--- config.mk ---
export PLATFORM = sky130hd
export DESIGN_NAME = dmem_arbiter
export DESIGN_NICKNAME = d
export VERILOG_FILES = /design/src/rtl/dmem_arbiter.sv
export SDC_FILE = /design/constraint.sdc
export NUM_CORES = 1
export LEC_CHECK = 0
export CAP_MARGIN = 20
export CORE_MARGIN = 3
export CORE_UTILIZATION = 40
export CTS_CLUSTER_SIZE = 14
export DETAILED_ROUTE_END_ITERATION = 8
export MAX_ROUTING_LAYER = met4
export PLACE_DENSITY = 0.82
export SLEW_MARGIN = 40
export SYNTH_ARGS = -nofsm -noshare
export SYNTH_HDL_FRONTEND = slang
export SYNTH_SLANG_ARGS = --single-unit
--- constraint.sdc ---
create_clock -name clk -period 2.5 [get_ports clk]
set_clock_uncertainty 0.05 [all_clocks]
set_input_delay 0.75 -clock clk [delete_from_list [all_inputs] [get_ports clk]]
set_output_delay 0.75 -clock clk [all_outputs]
set_load 0.1 [all_outputs]
--- src/rtl/dmem_arbiter.sv ---
// Round-robin arbiter between CPU and loader ports ahead of the
// data-memory aligner; rejects illegal accesses before they reach memory.
module dmem_arbiter #(
  parameter logic [31:0] DMEM_BASE = 32'h0010_0000,
  parameter logic [31:0] DMEM_SIZE = 32'd32768
) (
  input  logic        clk,
  input  logic        reset_n,
  input  logic        req0,
  input  logic [31:0] addr0,
  input  logic [31:0] wdata0,
  input  logic [1:0]  wstat0,
  input  logic [1:0]  rstat0,
  input  logic        signed0,
  output logic        done0,
  output logic        err0,
  output logic [31:0] rdata0,
  input  logic        req1,
  input  logic [31:0] addr1,
  input  logic [31:0] wdata1,
  input  logic [1:0]  wstat1,
  input  logic [1:0]  rstat1,
  input  logic        signed1,
  output logic        done1,
  output logic        err1,
  output logic [31:0] rdata1,
  output logic [31:0] mem_addr,
  output logic [31:0] mem_wdata,
  output logic [1:0]  mem_wstat,
  output logic [1:0]  mem_rstat,
  output logic        mem_signed,
  input  logic [31:0] mem_rdata
);

  typedef enum logic {IDLE, ACCESS} state_e;

  state_e      state_q, state_d;
  logic        last_q, last_d;
  logic        gnt_q, gnt_d;
  logic [31:0] maddr_q, maddr_d;
  logic [31:0] mwdata_q, mwdata_d;
  logic [1:0]  mwstat_q, mwstat_d;
  logic [1:0]  mrstat_q, mrstat_d;
  logic        msgn_q, msgn_d;
  logic        done0_q, done0_d;
  logic        done1_q, done1_d;
  logic        err0_q, err0_d;
  logic        err1_q, err1_d;
  logic [31:0] rdata0_q, rdata0_d;
  logic [31:0] rdata1_q, rdata1_d;

  logic        elig0, elig1, any, pick, bad;
  logic [31:0] s_addr, s_wdata, s_off;
  logic [1:0]  s_wstat, s_rstat, s_sz;
  logic        s_sgn;
  logic [31:0] rd;

  // A port still showing done is masked so a held req is not re-served.
  assign elig0 = req0 & ~done0_q;
  assign elig1 = req1 & ~done1_q;
  assign any   = elig0 | elig1;
  assign pick  = (elig0 & elig1) ? ~last_q : elig1;

  always_comb begin
    s_addr  = pick ? addr1   : addr0;
    s_wdata = pick ? wdata1  : wdata0;
    s_wstat = pick ? wstat1  : wstat0;
    s_rstat = pick ? rstat1  : rstat0;
    s_sgn   = pick ? signed1 : signed0;
    s_sz    = s_wstat | s_rstat;
    // Wrapping subtract makes below-base addresses fail too.
    s_off   = s_addr - DMEM_BASE;
    bad     = ((s_wstat != 2'b00) && (s_rstat != 2'b00))
            || ((s_wstat == 2'b00) && (s_rstat == 2'b00))
            || ((s_sz == 2'b10) && s_addr[0])
            || ((s_sz == 2'b11) && (s_addr[1:0] != 2'b00))
            || (s_off >= DMEM_SIZE);
  end

  assign rd = (mrstat_q != 2'b00) ? mem_rdata : 32'h0;

  always_comb begin
    state_d  = state_q;
    last_d   = last_q;
    gnt_d    = gnt_q;
    maddr_d  = maddr_q;
    mwdata_d = mwdata_q;
    mwstat_d = mwstat_q;
    mrstat_d = mrstat_q;
    msgn_d   = msgn_q;
    done0_d  = 1'b0;
    done1_d  = 1'b0;
    err0_d   = err0_q;
    err1_d   = err1_q;
    rdata0_d = rdata0_q;
    rdata1_d = rdata1_q;
    unique case (state_q)
      IDLE: begin
        if (any && !bad) begin
          maddr_d  = s_addr;
          mwdata_d = s_wdata;
          mwstat_d = s_wstat;
          mrstat_d = s_rstat;
          msgn_d   = s_sgn;
          gnt_d    = pick;
          state_d  = ACCESS;
        end else if (any) begin
          last_d = pick;
          if (pick) begin
            done1_d  = 1'b1;
            err1_d   = 1'b1;
            rdata1_d = 32'h0;
          end else begin
            done0_d  = 1'b1;
            err0_d   = 1'b1;
            rdata0_d = 32'h0;
          end
        end
      end
      ACCESS: begin
        if (gnt_q) begin
          done1_d  = 1'b1;
          err1_d   = 1'b0;
          rdata1_d = rd;
        end else begin
          done0_d  = 1'b1;
          err0_d   = 1'b0;
          rdata0_d = rd;
        end
        mwstat_d = 2'b00;
        mrstat_d = 2'b00;
        last_d   = gnt_q;
        state_d  = IDLE;
      end
      default: state_d = IDLE;
    endcase
  end

  always_ff @(posedge clk or negedge reset_n) begin
    if (!reset_n) begin
      state_q  <= IDLE;
      last_q   <= 1'b1;
      gnt_q    <= 1'b0;
      maddr_q  <= 32'h0;
      mwdata_q <= 32'h0;
      mwstat_q <= 2'b00;
      mrstat_q <= 2'b00;
      msgn_q   <= 1'b0;
      done0_q  <= 1'b0;
      done1_q  <= 1'b0;
      err0_q   <= 1'b0;
      err1_q   <= 1'b0;
      rdata0_q <= 32'h0;
      rdata1_q <= 32'h0;
    end else begin
      state_q  <= state_d;
      last_q   <= last_d;
      gnt_q    <= gnt_d;
      maddr_q  <= maddr_d;
      mwdata_q <= mwdata_d;
      mwstat_q <= mwstat_d;
      mrstat_q <= mrstat_d;
      msgn_q   <= msgn_d;
      done0_q  <= done0_d;
      done1_q  <= done1_d;
      err0_q   <= err0_d;
      err1_q   <= err1_d;
      rdata0_q <= rdata0_d;
      rdata1_q <= rdata1_d;
    end
  end

  assign done0      = done0_q;
  assign done1      = done1_q;
  assign err0       = err0_q;
  assign err1       = err1_q;
  assign rdata0     = rdata0_q;
  assign rdata1     = rdata1_q;
  assign mem_addr   = maddr_q;
  assign mem_wdata  = mwdata_q;
  assign mem_wstat  = mwstat_q;
  assign mem_rstat  = mrstat_q;
  assign mem_signed = msgn_q;

endmodule

Yosys cells after proc, flatten, opt, wreduce, memory -nomap -nowiden
Index checks and enable logic that the tools add are counted.

word-level totals
  bits in registers = 140
  input port bits = 174
  output and inout bits = 137
  logic and storage cells = 100

cells by class
  add/sub/neg operators = 1
  $lt $le $gt $ge = 1
  equality and inequality tests = 9
  muxes and demuxes = 46
  bitwise logic cells = 9
  reductions and logical operators = 20

operators by type and width
  kind                    count
  $mux 32                 11
  $pmux 32 s2             2
  $ge 32x16->1 const B    1
  $sub 32x21->32 const B  1
  $mux 1                  21
  $ne 2x2->1 const B      6
  $pmux 1 s2              6
  $mux 2                  4
  $pmux 2 s2              2
  $reduce_and 4->1        2
  $reduce_bool 2->1       4
  $logic_and 1x1->1       5
  $eq 2x2->1 const B      2
  $logic_not 2->1         2
  $logic_or 1x1->1        4
  $not 1->1               4
  $reduce_and 2->1        2
  $and 1x1->1             3
  $ne 2x1->1 const B      1
  $or 2x2->2              1
  $logic_not 1->1         1
  $or 1x1->1              1

Longest topological paths before layout
  depth in word-level cells = 15
  gate-level depth with buffers = 8
  depth with buffers taken out = 6

Worst setup path before layout
No wires, ideal clock.

  path kind = register to register
  from = register done1_q (netlist: done1)
  to = register maddr_q[10] (netlist: mem_addr[10])
  library setup time = 0.132 ns
  arrival time = 2.431 ns
  required time = 2.318 ns
  slack = -0.113 ns
  stages on the path, launching flop included = 9
  path buffers = 2
  clock period less this slack = 2.613 ns
  cell sequence = dfrtp_1 > and2b_1 > and2_4 > nor4_4 > o2111ai_2 > buf_6 > buf_6 > nand2_1 > o21ai_1

between the ends
  cells in the longest elaborated chain, start to end = 14
  elaborated cells between the ends (all ways) = 29
  those cells by class = add/sub: 1; order compare: 1; eq/ne: 2; mux: 4; bitwise: 5; reduce/logical: 16

ends and longest elaborated chain
  item                                                                     line  RTL
  start, declared                                                          46    logic done1_q, done1_d;
  start signal, assigned                                                   165   done1_q <= done1_d;
  $not 1->1 *                                                              60    assign elig1 = req1 & ~done1_q;
  $and 1x1->1 *                                                            60
  parallel branches: the longest is 12 deep, another holds $sub 32x21->32  -
  end signal, assigned                                                     159   maddr_q <= maddr_d;
  end, declared                                                            40    logic [31:0] maddr_q, maddr_d;

Mark *: on every way between the ends.
A chain may end at the register's enable or synchronous reset.

Worst setup path after layout
  from = input port req1
  to = register maddr_q[4] (netlist: mem_addr[4])

between the ends
  cells in the longest elaborated chain, start to end = 13
  elaborated cells between the ends (all ways) = 28
  those cells by class = add/sub: 1; order compare: 1; eq/ne: 2; mux: 4; bitwise: 4; reduce/logical: 16

ends and longest elaborated chain
  item                                                                     line  RTL
  start, declared                                                          18    input logic req1,
  $and 1x1->1 *                                                            60
  parallel branches: the longest is 12 deep, another holds $sub 32x21->32  -

Marked as above.

==> out/qor.yml <==
outcome: "finished clean"
grt_pass1_wl_um: 31370
hold_class: "input port to async pin"
async_reset_ff_frac: 1.000
yosys.area_share.xor_xnor: 0.005874
final_common_cell: "buf_4"
antenna_found_initial: 1
synth_mux_area_frac: 0.09104
synth-seq-cells: 140
synth_top_family_by_area: "compound AO/OA/AOI/OAI gates"
die_h_um: 128.1
cts.clk_slew.worst_paths_ns: 0.06
firstDrtPassIters: 4
area_growth_pct: 70.86
fp.dieW_um: 128.1
ys_types: 39
synthCells: 513
synth_compound_area_frac: 0.1619
overflow: 0
drt_wl_total_um: 20770
cts_hold_buffers: 0
tritoncts: "yes"
critPathKind: "input port to flip-flop"
hold_viol: 0
numClockSinks: 140
core_area_sq_um: 14200
leakage_nw: 5.186
wl_per_cell_um: 19.78
fin_ws_ns: 0.05093
die_area_sq_um: 16410
h-tree-depth: 4
ir_drop_mv: 0.3892
final_cell_mix: "buf_4, clkdlybuf4s50_1, dfrtp_1"
synth_seq_area_share: 0.5876
stdcell_count: 1050
root_buffer: "clkbuf_16"
gp_congestion: 0.9030
powerDensity_nw_per_um2: 558.9
track_usage: 0.2566
cp-start-kind: "input port"
ant_nets: 0
dp_slack_ns: -0.6677
portBuffers: 310
min_period_ns: 2.449
synth_nets: 687
vias_per_cell: 5.228
ys_warn_count: 0
finalNetCount: 1031
finalSetupViolations: 0
netlist_area_sq_um: 5964
drtIter0Drc: 250
synth.avg_cell_area_sq_um: 11.63
synthSimpleGateAreaFrac: 0.1177
start_util: 0.4199
cp-end-kind: "flip-flop"
path_max_fanout: 30
dp_hpwl_um: 14900
clock.fmax_mhz: 408.3
maxSlewViolCount: 0
max_cap_violations: 0
tightestPinTransition_ns: 0.5231
grt_pass1_vias: 5775
synth_edf_count: 0
drive_gt1_frac: 0.3096
cts_buffer_depth: 2
core.rowCount: 43
synth_ff_type: "dfrtp_1"
yosys.area_share.adder: 0
grt_max_degree: 53
cts_buffers: 17
drc: 0
fin_crit_sh: 0.9796
clk_latency_ns: 0.42
ios: 311
rsz0062_at_grt: "yes"
vias: 5489
finalSetupTns_ns: 0
cp.arrival_ns: 2.69
dp_cells: 1005
critPathRequiredTime_ns: 2.74
max_slew_margin: 0.6513
==> synth_stat cells, types with 2 or more instances <==
library cell / count / area share
nor2_1: 48 / 0.030
o21ai_1: 48 / 0.040
nor4_1: 6 / 0.0063
nand2_1: 57 / 0.036
o21ai_2: 2 / 0.0029
xnor2_1: 2 / 0.0029
xor2_1: 2 / 0.0029
nor4_4: 3 / 0.011
mux2i_1: 52 / 0.087
nor3_1: 5 / 0.0042
o22ai_1: 2 / 0.0021
a211oi_1: 4 / 0.0050
a22o_1: 32 / 0.047
dfrtp_1: 139 / 0.58
a22oi_1: 32 / 0.040
buf_4: 3 / 0.0038
buf_6: 6 / 0.011
clkbuf_1: 19 / 0.012
and2_1: 16 / 0.017
inv_1: 6 / 0.0038
o21ai_0: 6 / 0.0050
buf_2: 6 / 0.0050
==> per-stage QoR <==
| step | hold WS, ns | area (sq um) | util | total power, mW |
|---|---|---|---|---|
| floorplan | 0.4044 | 5966 | - | 2.614 |
| global placement | 0.4044 | 9128 | 0.6426 | 3.073 |
| detailed placement | 0.4050 | 9128 | 0.6426 | 3.087 |
| CTS | 0.1874 | 10020 | 0.7055 | 5.698 |
| global route | 0.1941 | 10190 | 0.7175 | 5.898 |
| finish | 0.1801 | 10190 | 0.7175 | 5.696 |
==> worst max-delay path, stage by stage <==
cell and delay (ns):
clkdlybuf4s50_1 0.45, and2b_2 0.19, nand2_4 0.09, buf_6 0.13, nor4_4 0.35, o2111ai_4 0.21, buf_6 0.19, buf_12 0.16
nand2_1 0.07, o21ai_1 0.08
==> cell type report <==
cell class | instances | area (sq um)
Inverter | 6 | 22.52
Fill cell | 992 | 4013
Antenna cell | 1 | 2.502
Tap cell | 180 | 225.2
Clock buffer | 20 | 446.7
Timing Repair Buffer | 359 | 3363
Multi-Input combinational cell | 333 | 2457
Clock inverter | 11 | 167.7
Sequential cell | 140 | 3506
==> final timing paths <==
kind | startpoint | to | slack, ns | depth (start not counted)
hold reg to reg | mem_addr[24]$_DFFE_PN0P_ | mem_addr[24]$_DFFE_PN0P_ | 0.44 | 1
max in group asynchronous | reset_n | last_q$_DFFE_PN1P_ | 1.59 | 2
setup / recovery | req1 | mem_addr[4]$_DFFE_PN0P_ | 0.05 | 10
min in group clk | mem_addr[24]$_DFFE_PN0P_ | mem_addr[24]$_DFFE_PN0P_ | 0.44 | 1
hold / removal | reset_n | mem_wdata[20]$_DFFE_PN0P_ | 0.18 | 1
setup reg to reg | done1$_DFF_PN0_ | mem_addr[4]$_DFFE_PN0P_ | 0.36 | 9
==> cells by family (layout without fill, tap and decap cells) <==
kind of cell	after synthesis	after routing
multiplexers	53	53
XOR/XNOR	4	4
buffers and inverters	40	396
other	0	1
AO/OA/AOI/OAI	134	134
flip-flops	140	140
AND/OR/NAND/NOR	142	142
==> registers in the layout (all words and copies together), names as in the netlist <==
| name | flops |
|---|---|
| state_q | 1 |
| last_q | 1 |
| mem_wdata | 32 |
| rdata1 | 32 |
| mem_wstat | 2 |
| mem_addr | 32 |
| err0 | 1 |
| mem_signed | 1 |
| done0 | 1 |
| rdata0 | 32 |
| gnt_q | 1 |
| err1 | 1 |
| done1 | 1 |
| mem_rstat | 2 |
==> power breakdown <==
| part | switching (mW) | internal [mW] |
|---|---|---|
| registers | 0.00664 | 2.28 |
| logic | 0.369 | 0.416 |
| clock network | 0.938 | 1.69 |
| total | 1.31 | 4.38 |
==> routing by layer <==
metal	vias up	part of all wire	GRT usage
met5	-	0	-
met4	0	0.039	0.1111
met3	55	0.049	0.06333
met2	202	0.52	0.4242
met1	2714	0.39	0.2980
li1	2518	-	-
==> repair_timing <==
| item | CTS | global route |
|---|---|---|
| setup buffers | 11 | 2 |
| hold endpoints to repair | 0 | 0 |
| setup endpoints to repair | 104 | 95 |
| cloned | 5 | 0 |
| resized for setup | 26 | 60 |
| pin swaps | 8 | 16 |
Note: power is estimated with default switching activity, not from simulation.
